<file path="src/rtl/rtc_pkg.sv">
`default_nettype none
// ============================================================================
// Package    : rtc_pkg
// Description: Shared types and default timing constants for the RTC
//              time-set input path (button conditioning).
// Contents   : btn_state_e     - per-button pulse/auto-repeat state
//              TICK_DIV_50M    - 1 ms tick terminal count at 50 MHz
//              DEBOUNCE_MS     - debounce window depth in ticks
//              REPEAT_DELAY_MS - hold time before auto-repeat, in ticks
//              REPEAT_RATE_MS  - auto-repeat interval, in ticks
// Revision   : 1.0 - initial release
// ============================================================================
package rtc_pkg;

  typedef enum logic [1:0] {
    BTN_IDLE   = 2'd0,
    BTN_DELAY  = 2'd1,
    BTN_REPEAT = 2'd2
  } btn_state_e;

  localparam int TICK_DIV_50M    = 49999;
  localparam int DEBOUNCE_MS     = 8;
  localparam int REPEAT_DELAY_MS = 500;
  localparam int REPEAT_RATE_MS  = 100;

  function automatic int max_int(input int a, input int b);
    return (a > b) ? a : b;
  endfunction

endpackage
`default_nettype wire

</file>
<file path="src/rtl/button_debounce.sv">
`default_nettype none
// ============================================================================
// Module     : button_debounce
// Description: One conditioned input: 2-flop synchronizer, tick-sampled
//              debounce window with hysteresis, and (optionally) a press
//              pulse generator with hold-to-auto-repeat.
// Ports      : clock50MHz - system clock
//              resetn     - asynchronous active-low reset
//              tick       - shared 1 ms sample strobe
//              raw_in     - raw asynchronous pin
//              enable     - pulses allowed only while high (manual-set mode)
//              level      - debounced level, active-high
//              pulse      - one-clock increment strobe (0 when REPEAT_EN=0)
// Revision   : 1.0 - initial release
// ============================================================================
module button_debounce #(
  parameter int DEBOUNCE_MS     = rtc_pkg::DEBOUNCE_MS,
  parameter int REPEAT_DELAY_MS = rtc_pkg::REPEAT_DELAY_MS,
  parameter int REPEAT_RATE_MS  = rtc_pkg::REPEAT_RATE_MS,
  parameter bit ACTIVE_LOW      = 1'b1,
  parameter bit REPEAT_EN       = 1'b1
) (
  input  logic clock50MHz,
  input  logic resetn,
  input  logic tick,
  input  logic raw_in,
  input  logic enable,
  output logic level,
  output logic pulse
);
  import rtc_pkg::*;

  localparam int c_MS_MAX = max_int(REPEAT_DELAY_MS, REPEAT_RATE_MS);
  localparam int c_MS_W   = $clog2(c_MS_MAX + 1);
  // An active-low pin idles high, so its synchronizer resets to "released".
  localparam logic [1:0] c_SYNC_RST = ACTIVE_LOW ? 2'b11 : 2'b00;

  logic [1:0]             r_sync;
  logic                   w_sample;
  logic [DEBOUNCE_MS-1:0] r_shift;
  logic [DEBOUNCE_MS-1:0] w_shift_next;
  logic                   r_level;

  always_ff @(posedge clock50MHz or negedge resetn) begin
    if (!resetn) begin
      r_sync <= c_SYNC_RST;
    end else begin
      r_sync <= {r_sync[0], raw_in};
    end
  end

  assign w_sample     = ACTIVE_LOW ? ~r_sync[1] : r_sync[1];
  assign w_shift_next = {r_shift[DEBOUNCE_MS-2:0], w_sample};

  // Level is updated from the post-shift window so it changes in the cycle
  // right after the deciding tick; a mixed window keeps the old level.
  always_ff @(posedge clock50MHz or negedge resetn) begin
    if (!resetn) begin
      r_shift <= '0;
      r_level <= 1'b0;
    end else if (tick) begin
      r_shift <= w_shift_next;
      if (&w_shift_next) begin
        r_level <= 1'b1;
      end else if (~|w_shift_next) begin
        r_level <= 1'b0;
      end
    end
  end

  assign level = r_level;

  generate
    if (REPEAT_EN) begin : g_repeat
      localparam logic [c_MS_W-1:0] c_DELAY = c_MS_W'(REPEAT_DELAY_MS);
      localparam logic [c_MS_W-1:0] c_RATE  = c_MS_W'(REPEAT_RATE_MS);

      btn_state_e        r_state;
      logic [c_MS_W-1:0] r_ms_cnt;
      logic [c_MS_W-1:0] w_ms_inc;
      logic              r_level_d;
      logic              r_pulse;

      assign w_ms_inc = r_ms_cnt + c_MS_W'(1);

      always_ff @(posedge clock50MHz or negedge resetn) begin
        if (!resetn) begin
          r_state   <= BTN_IDLE;
          r_ms_cnt  <= '0;
          r_level_d <= 1'b0;
          r_pulse   <= 1'b0;
        end else begin
          r_level_d <= r_level;
          r_pulse   <= 1'b0;
          if (!r_level || !enable) begin
            // Release or leaving set mode aborts silently.
            r_state  <= BTN_IDLE;
            r_ms_cnt <= '0;
          end else begin
            case (r_state)
              BTN_IDLE: begin
                // Only a fresh rising edge arms; a level that was already
                // high when set mode came on never fires.
                if (!r_level_d) begin
                  r_pulse  <= 1'b1;
                  r_ms_cnt <= '0;
                  r_state  <= BTN_DELAY;
                end
              end
              BTN_DELAY: begin
                if (tick) begin
                  if (w_ms_inc >= c_DELAY) begin
                    r_pulse  <= 1'b1;
                    r_ms_cnt <= '0;
                    r_state  <= BTN_REPEAT;
                  end else begin
                    r_ms_cnt <= w_ms_inc;
                  end
                end
              end
              BTN_REPEAT: begin
                if (tick) begin
                  if (w_ms_inc >= c_RATE) begin
                    r_pulse  <= 1'b1;
                    r_ms_cnt <= '0;
                  end else begin
                    r_ms_cnt <= w_ms_inc;
                  end
                end
              end
              default: begin
                r_state  <= BTN_IDLE;
                r_ms_cnt <= '0;
              end
            endcase
          end
        end
      end

      assign pulse = r_pulse;
    end else begin : g_level_only
      logic w_unused_enable;
      assign w_unused_enable = enable;
      assign pulse = 1'b0;
    end
  endgenerate

endmodule
`default_nettype wire

</file>
<file path="src/rtl/button_conditioner.sv">
`default_nettype none
// ============================================================================
// Module     : button_conditioner
// Description: Front end of the RTC time-set path. Synchronizes and
//              debounces the push buttons and the manual-set switch on a
//              shared 1 ms tick and produces single-cycle increment pulses
//              with hold-to-auto-repeat for the HH:MM:SS counters.
// Ports      : clock50MHz  - 50 MHz system clock
//              resetn      - asynchronous active-low reset
//              push_button - raw buttons, active-low
//              man_switch  - raw manual-set switch, 1 = set mode
//              held        - debounced button levels, active-high
//              man_mode    - debounced man_switch
//              inc_pulse   - one-clock increment strobe per button
//              tick_1khz   - one-clock 1 ms tick, shared downstream
// Revision   : 1.0 - initial release
// ============================================================================
module button_conditioner #(
  parameter int N_BUTTONS       = 3,
  parameter int TICK_DIV        = rtc_pkg::TICK_DIV_50M,
  parameter int DEBOUNCE_MS     = rtc_pkg::DEBOUNCE_MS,
  parameter int REPEAT_DELAY_MS = rtc_pkg::REPEAT_DELAY_MS,
  parameter int REPEAT_RATE_MS  = rtc_pkg::REPEAT_RATE_MS
) (
  input  logic                 clock50MHz,
  input  logic                 resetn,
  input  logic [N_BUTTONS-1:0] push_button,
  input  logic                 man_switch,
  output logic [N_BUTTONS-1:0] held,
  output logic                 man_mode,
  output logic [N_BUTTONS-1:0] inc_pulse,
  output logic                 tick_1khz
);
  import rtc_pkg::*;

  localparam int c_TICK_W = (TICK_DIV > 0) ? $clog2(TICK_DIV + 1) : 1;
  localparam logic [c_TICK_W-1:0] c_TICK_LAST = c_TICK_W'(TICK_DIV);

  logic [c_TICK_W-1:0] r_tick_cnt;
  logic                w_man_pulse_unused;

  always_ff @(posedge clock50MHz or negedge resetn) begin
    if (!resetn) begin
      r_tick_cnt <= '0;
    end else if (r_tick_cnt == c_TICK_LAST) begin
      r_tick_cnt <= '0;
    end else begin
      r_tick_cnt <= r_tick_cnt + c_TICK_W'(1);
    end
  end

  assign tick_1khz = (r_tick_cnt == c_TICK_LAST);

  generate
    for (genvar gi = 0; gi < N_BUTTONS; gi++) begin : g_btn
      button_debounce #(
        .DEBOUNCE_MS     (DEBOUNCE_MS),
        .REPEAT_DELAY_MS (REPEAT_DELAY_MS),
        .REPEAT_RATE_MS  (REPEAT_RATE_MS),
        .ACTIVE_LOW      (1'b1),
        .REPEAT_EN       (1'b1)
      ) u_btn (
        .clock50MHz (clock50MHz),
        .resetn     (resetn),
        .tick       (tick_1khz),
        .raw_in     (push_button[gi]),
        .enable     (man_mode),
        .level      (held[gi]),
        .pulse      (inc_pulse[gi])
      );
    end
  endgenerate

  button_debounce #(
    .DEBOUNCE_MS     (DEBOUNCE_MS),
    .REPEAT_DELAY_MS (REPEAT_DELAY_MS),
    .REPEAT_RATE_MS  (REPEAT_RATE_MS),
    .ACTIVE_LOW      (1'b0),
    .REPEAT_EN       (1'b0)
  ) u_man (
    .clock50MHz (clock50MHz),
    .resetn     (resetn),
    .tick       (tick_1khz),
    .raw_in     (man_switch),
    .enable     (1'b0),
    .level      (man_mode),
    .pulse      (w_man_pulse_unused)
  );

endmodule
`default_nettype wire
</file>
<file path="config.mk">
export PLATFORM = sky130hd
export DESIGN_NAME = button_conditioner
export DESIGN_NICKNAME = d
export VERILOG_FILES = /design/src/rtl/rtc_pkg.sv /design/src/rtl/button_debounce.sv /design/src/rtl/button_conditioner.sv
export SDC_FILE = /design/constraint.sdc
export NUM_CORES = 1
export LEC_CHECK = 0
export ABC_AREA = 1
export BUFFER_PORTS_ARGS = -buffer_cell sky130_fd_sc_hd__buf_2
export CAP_MARGIN = 10
export CORE_MARGIN = 4
export CORE_UTILIZATION = 30
export CTS_CLUSTER_SIZE = 14
export DETAILED_ROUTE_END_ITERATION = 16
export SYNTH_ARGS = -nofsm -noshare
export SYNTH_HDL_FRONTEND = slang
export SYNTH_HIERARCHICAL = 1
export SYNTH_SLANG_ARGS = --single-unit
</file>
<file path="constraint.sdc">
create_clock -name clock50MHz -period 6.4 [get_ports clock50MHz]
set_input_delay 1.28 -clock clock50MHz [delete_from_list [all_inputs] [get_ports clock50MHz]]
set_output_delay 1.28 -clock clock50MHz [all_outputs]
set_load 0.1 [all_outputs]
</file>
==> Word-level counts from Yosys, hierarchy flattened <==
Cells that the tools add are included.
{ "totals": {"regBits": 95, "inputBits": 6, "wordCells": 158, "output_inout_bits": 8} }
{ "op_classes": {"addsub": 4, "eq_ne": 26, "n_mux": 66, "reduce_logical": 28, "order_cmp": 6, "bitwise": 3} }
{ "op_table": {"columns": ["op", "count"], "rows": [
  ["9-bit two-way mux", 18],
  ["9-bit one-hot mux with 3 select lines", 3],
  ["8-bit AND reduction", 4],
  ["8-bit OR reduction", 4],
  ["9-bit by 1-bit adder with 9-bit output (second input constant)", 3],
  ["9-bit by 7-bit >= comparator with 1-bit output (second input constant)", 3],
  ["9-bit >= comparator (second input constant)", 3],
  ["1-bit two-way mux", 26],
  ["2-bit two-way mux", 12],
  ["3-bit by 2-bit inequality test with 1-bit output (second input constant)", 6],
  ["2-bit one-hot mux with 3 select lines", 3],
  ["16-bit by 1-bit adder with 16-bit output (second input constant)", 1],
  ["16-bit == test (second input constant)", 1],
  ["16-bit two-way mux", 1],
  ["2-bit by 1-bit inequality test with 1-bit output (second input constant)", 7],
  ["4-bit AND reduction", 3],
  ["3-bit by 1-bit inequality test with 1-bit output (second input constant)", 3],
  ["3-bit inequality test (second input constant)", 3],
  ["1-bit one-hot mux with 3 select lines", 3],
  ["3-bit AND reduction", 3],
  ["2-bit AND reduction", 4],
  ["2-bit by 1-bit == test with 1-bit output (second input constant)", 3],
  ["2-bit == test (second input constant)", 3],
  ["2-bit logical NOT", 3],
  ["other kinds (3)", 10]
]} }

==> Depth between registers and ports, before layout <==
Gate-level depths: netlist of run 1.
{ "depth": {"word_depth": 6, "ltp_mapped": 14, "depth_no_buf": 14} }

==> By module <==
The synthesis of run 1 kept the hierarchy.
{ "by_module_without_submodules": {"columns": ["mod", "instances", "cells_each", "area_each_um2", "seq_area_each_um2"], "rows": [
  ["button_debounce at g_btn[1].u_btn ...", 2, 194, 1408.9, 578.1],
  ["button_debounce at g_btn[0].u_btn", 1, 185, 1392.6, 578.1],
  ["button_conditioner", 1, 122, 880.8, 400.4],
  ["button_debounce at u_man", 1, 49, 417.9, 250.2]
]} }

==> Least setup slack after synthesis of run 1 <==
No wires, ideal clock.
{ "synth_timing": {"path_kind": "register to output", "start": "register r_tick_cnt[0]", "end": "output tick_1khz", "path_buffers": 0, "stages_incl_launch_ff": 6, "required_ps": 5120, "arrival_ps": 1440, "setup_slack_ps": 3680, "path_cell_list": "dfrtp_1 > ha_1 > nand3_2 > nor2_1 > nand2_2 > inv_2"} }
{ "synth_between": {"elab_chain_cells": 1} }
{ "synth_lines": {"columns": ["element", "line_no", "rtl"], "rows": [
  ["from (decl)", "button_conditioner.sv:39", "logic [c_TICK_W-1:0] r_tick_cnt;"],
  ["from (signal assigned)", "button_conditioner.sv:48", "r_tick_cnt <= r_tick_cnt + c_TICK_W'(1);"],
  ["16-bit == test", "button_conditioner.sv:52", "assign tick_1khz = (r_tick_cnt == c_TICK_LAST);"],
  ["to (decl)", "button_conditioner.sv:32", "output logic tick_1khz"]
]} }
Every way passes these cells.

==> Worst setup path after layout of run 1 <==
Ends and elaborated chain as after synthesis.

==> impl_metrics.tcl, run 1 <==
set metrics [dict create \
    grt_setup_unrepaired "no" \
    io_buffers 13 \
    die_x_um 143.3 \
    routedWlPerCell_um 10.50 \
    synthToLayoutAreaGrowth_pct 12.28 \
    hold_class "reg -> reg" \
    num_vias 4398 \
    antenna_found_initial 0 \
    nets 788 \
    drt_pass1_iterations 4 \
    yosysWarnings 6 \
    period_share 0.4896 \
    gr-usage-all-layers 0.1113 \
    layout_setup_ws_ns 3.266 \
    relSlewSlack 0.5622 \
    netlist_instances 741 \
    avgSynthCellArea_um2 7.414 \
    insertion_delay_ns 0.34 \
    skew_ns 0.004127 \
    maxSlewViolCount 0 \
    cts_tree "yes" \
    grt_max_degree 56 \
    cts_buffer_depth 2 \
    antenna_left 0 \
    status "finished clean" \
    drt_iter0_drc 237 \
    finalWeightedCongestion 0.8544 \
    cts_max_level 3 \
    n_antenna_cell 0 \
    crit_chain "ha_1, nand3_2, nor2_1, nand2_2, inv_2, buf_2" \
    max_stage_delay_ns 0.42 \
    synth_area_mm2 0.005494 \
    post-route-min-period_ns 3.134 \
    pin_count 14 \
    cp-end-kind "output pin" \
    syn-num-nets 769 \
    worstMarginPinSlew_ns 0.6567 \
    max-cap-violations 0 \
    cts_resized 0 \
    setup_viol 0 \
    clock-sinks 95 \
    start_kind "flip-flop" \
    routed_wl_um 10440 \
    clkTransAtPathRegs_ns 0.06 \
    power.total_mw 1.236 \
    fmax_ghz 0.3191 \
    cts_hold_buf 0 \
    critPathArrivalTime_ns 1.85 \
    drive_gt1_frac 0.1255 \
    drc 0 \
    start_util 0.3058 \
    fp.dieH_um 143.3 \
    worstPathRequired_ns 5.12 \
    slowest_stage "buf_2" \
    hold_viol 0 \
    cts_root_buf "clkbuf_16" \
    powerDensity_mw_per_mm2 200.3 \
    peakVddDrop_uv 133.3 \
    p_leak_nw 2.964 \
    post-cts-setup-buffers 0 \
    dieArea_mm2 0.02054 \
    finalSetupTns_ns 0 \
    cts_made_buffers 9 \
    crit_type "reg -> out" \
    rows 49 \
    dp.final_hpwl_um 7495 \
    worstPathMaxFanout 6 \
    grt_first_pass_wirelength_um 19050 \
    utilization 0.3434 \
    dp_slack_ns 3.610 \
    routed_via_density 4.425 \
    grt_pass1_vias 4256 \
    grt.overflow.total 0 \
    core_area_mm2 0.01796 \
]
## worst max-delay path: cells and delay by family (launching register included)
| family | cells | cell delay, ns |
|---|---|---|
| buffers and inverters | 2 | 0.50 |
| adder cells (fa/ha/maj) | 1 | 0.21 |
| AND/OR/NAND/NOR | 3 | 0.42 |
| flip-flops | 1 | 0.38 |
## area by class of cell
cell class,instances,area (um^2)
clock buffers,11,242.7
clock inverters,5,105.1
fillers,1883,11800
inverters,101,379.1
multi-input cells,538,2688
flip-flops and latches,95,2385
well taps,229,286.5
repair buffers,15,82.58
## through the flow
step                area [um^2]  cells  hold WS [ns]
finish                     6168    994        0.3562
floorplan                  5494    741        0.3312
detailed placement         5821    978        0.3479
global route               6168    994        0.3615
CTS                        6168    994        0.3577
global placement           5821    978        0.3462
## layer usage
metal	part of all wire	vias to the layer above	GRT usage
met4	0.017	0	0.04460
met2	0.46	30	0.1815
met5	0	-	0
met3	0.019	10	0.01664
li1	-	2349	-
met1	0.51	2009	0.1492
## sequential cells by signal (all words and copies together) (netlist names), 2 cells and up
signal	count
g_btn.u_btn/level	3
g_btn.u_btn/pulse	3
u_man/r_shift	7
u_man/r_sync	2
g_btn.u_btn/g_repeat.r_state	6
g_btn.u_btn/r_sync	6
g_btn.u_btn/r_shift	21
g_btn.u_btn/g_repeat.r_level_d	3
g_btn.u_btn/g_repeat.r_ms_cnt	27
r_tick_cnt	16
## final timing paths
check                                          from                                   to  slack (ns)  depth (start not counted)
setup / recovery                      r_tick_cnt[0]                            tick_1khz        3.27                          6
hold / removal             g_btn[1].u_btn/r_sync[0]             g_btn[1].u_btn/r_sync[1]        0.36                          0
setup reg to reg                      r_tick_cnt[0]  g_btn[1].u_btn/g_repeat.r_ms_cnt[5]        3.65                         14
hold reg to reg            g_btn[1].u_btn/r_sync[0]             g_btn[1].u_btn/r_sync[1]        0.36                          0
max in group asynchronous                    resetn  g_btn[1].u_btn/g_repeat.r_ms_cnt[6]        4.38                          2
min in group asynchronous                    resetn                        r_tick_cnt[1]        0.96                          1
## cells in the final DEF (no fill, tap or decap), drive strengths merged
master and instances:
nand3b 1, dfstp 6, ha 22, clkbuf 11
buf 15, inv 101, o21ai 43, xor2 5
nand2 271, nand4 10, clkinvlp 2, nor2 80
bufinv 3, o22ai 2, xnor2 3, nand3 64
a21oi 20, a31oi 1, or2 6, dfrtp 89
nor3 10
## power breakdown
group / switching, mW / total, mW / internal [mW] / leakage, nW
logic: 0.0121 / 0.0139 / 0.00183 / 1.51
clock network: 0.224 / 0.616 / 0.393 / 0.162
registers: 0.00113 / 0.606 / 0.604 / 1.29
Power figures use the tool's default switching activity.
==> inputs of run 2 (changes only) <==
--- a/config.mk
+++ b/config.mk
@@ -5,7 +5,7 @@
 export SDC_FILE = /design/constraint.sdc
 export NUM_CORES = 1
 export LEC_CHECK = 0
-export ABC_AREA = 1
+export ABC_AREA = 0
 export BUFFER_PORTS_ARGS = -buffer_cell sky130_fd_sc_hd__buf_2
 export CAP_MARGIN = 10
 export CORE_MARGIN = 4
==> constraint.sdc (replaced) <==
create_clock -name clock50MHz -period 3.2 [get_ports clock50MHz]
set_input_delay 0.64 -clock clock50MHz [delete_from_list [all_inputs] [get_ports clock50MHz]]
set_output_delay 0.64 -clock clock50MHz [all_outputs]
set_load 0.1 [all_outputs]
==> impl_metrics.tcl, run 2 <==
set metrics [dict create \
    status "finished clean" \
    grt.overflow.total 0 \
    syn-num-nets 557 \
    n_antenna_cell 0 \
    max_stage_delay_ns 0.57 \
    period_share 0.9128 \
    powerDensity_mw_per_mm2 364.6 \
    avgSynthCellArea_um2 10.53 \
    drt_iter0_drc 306 \
    post-route-min-period_ns 2.921 \
    rows 49 \
    grt_pass1_vias 4041 \
    setup_viol 0 \
    routedWlPerCell_um 14.15 \
    yosysWarnings 6 \
    critPathArrivalTime_ns 2.28 \
    clock-sinks 95 \
    worstMarginPinSlew_ns 1.037 \
    die_x_um 144.2 \
    hold_viol 0 \
    regMostFlops "g_btn.u_btn/g_repeat.r_ms_cnt" \
    finalWeightedCongestion 0.8708 \
    r2r_slack_ns 0.45 \
    layout_common_cells "dfrtp_1, nand2_1, nor2_1" \
    worstPathRequired_ns 2.56 \
    cts_root_buf "clkbuf_16" \
    relSlewSlack 0.3088 \
    gr-usage-all-layers 0.1110 \
    fin_cells 769 \
    largest_reg_flops 27 \
    power.total_mw 2.226 \
    slowest_stage "and4_2" \
    nets 564 \
    crit_type "reg -> out" \
    num_vias 4086 \
    netlist_instances 529 \
    hold_class "reg -> reg" \
    r2r-start "g_btn[1].u_btn/g_repeat.r_ms_cnt[0]" \
    synth_area_mm2 0.005568 \
    post-cts-setup-buffers 0 \
    antenna_found_initial 0 \
    cts_tree "yes" \
    grt_max_degree 83 \
    drt_pass1_iterations 5 \
    fp.dieH_um 144.2 \
    peakVddDrop_uv 242.6 \
    worstPathMaxFanout 20 \
    hold_depth 0 \
    dp.cells 754 \
    clkTransAtPathRegs_ns 0.06 \
    cts_max_level 3 \
    min_from "u_man/r_sync[0]" \
    drive_gt1_frac 0.2093 \
    start_kind "flip-flop" \
    core_area_mm2 0.01809 \
    maxSlewViolCount 0 \
    synthToLayoutAreaGrowth_pct 9.663 \
    max-cap-violations 0 \
    reg2reg_depth 8 \
    dieArea_mm2 0.02080 \
    pin_count 14 \
    drc 0 \
    hold_path_end "u_man/r_sync[1]" \
    grt_first_pass_wirelength_um 19040 \
    top_regs "g_btn.u_btn/g_repeat.r_ms_cnt: 27 flops, g_btn.u_btn/r_shift: 21 flops, r_tick_cnt: 16 flops" \
    cts_buffer_depth 2 \
    routed_wl_um 10880 \
    finalSetupTns_ns 0 \
    skew_ns 0.008488 \
    p_leak_nw 2.640 \
    crit_chain "ha_1, and3_1, and4_2, buf_2" \
    cts_hold_buf 0 \
    dp.final_hpwl_um 7531 \
    start_util 0.3079 \
    cp-end-kind "output pin" \
    fmax_ghz 0.3424 \
    cts_made_buffers 9 \
    final_common_cell "dfrtp_1" \
    grt_setup_unrepaired "no" \
    worstReg2RegEnd "g_btn[1].u_btn/g_repeat.r_ms_cnt[6]" \
    cts_resized 0 \
    insertion_delay_ns 0.34 \
    routed_via_density 5.313 \
    antenna_left 0 \
    io_buffers 13 \
]
==> run 2: area by class of cell <==
| class | instances | area, um^2 |
|---|---|---|
| well taps | 229 | 286.5 |
| repair buffers | 19 | 112.6 |
| clock buffers | 10 | 229.0 |
| flip-flops and latches | 95 | 2385 |
| fillers | 1761 | 11980 |
| multi-input cells | 392 | 2987 |
| inverters | 19 | 71.32 |
| clock inverters | 5 | 35.03 |
==> run 2: metal layers <==
layer / wire [um] / GRT usage / up-vias
met5: 0 / 0 / -
met4: 207 / 0.03927 / 0
met3: 319 / 0.01918 / 20
met2: 5178 / 0.1815 / 84
met1: 5176 / 0.1486 / 2020
li1: - / - / 1962
==> run 2: metrics by stage <==
stage            util  hold WS [ns]  worst slack, ns  cell area, um^2
3_5_place_dp   0.3230        0.3387           0.4835             5842
3_3_place_gp   0.3230        0.3313           0.5780             5842
5_1_grt        0.3376        0.3577          0.09301             6106
6_report       0.3376        0.3483           0.2790             6106
2_1_floorplan       -        0.3312           0.7352             5568
4_1_cts        0.3376        0.3528           0.2446             6106
==> run 2: worst max path at each step <==
stage / startpoint / endpoint / slack [ns]
finish: r_tick_cnt[0] / tick_1khz / 0.28
CTS: r_tick_cnt[0] / tick_1khz / 0.24
floorplan: r_tick_cnt[0] / g_btn[0].u_btn/g_repeat.r_ms_cnt[0] / 0.74
global route: r_tick_cnt[0] / tick_1khz / 0.09
global placement: r_tick_cnt[0] / g_btn[0].u_btn/level / 0.58
detailed placement: g_btn[1].u_btn/g_repeat.r_ms_cnt[0] / g_btn[1].u_btn/g_repeat.r_ms_cnt[6] / 0.48
==> run 2: critical path, delay by kind of cell (launching register included) <==
kind / cells / cell delay, ns
fa+ha+maj: 1 / 0.18
buf+inv: 1 / 0.52
flops: 1 / 0.38
simple gates: 2 / 0.85
==> run 2: where the power goes <==
part	switching [mW]	internal [mW]
Sequential	0.00278	1.21
Clock	0.462	0.525
Combinational	0.0239	0.00435
Total	0.489	1.74
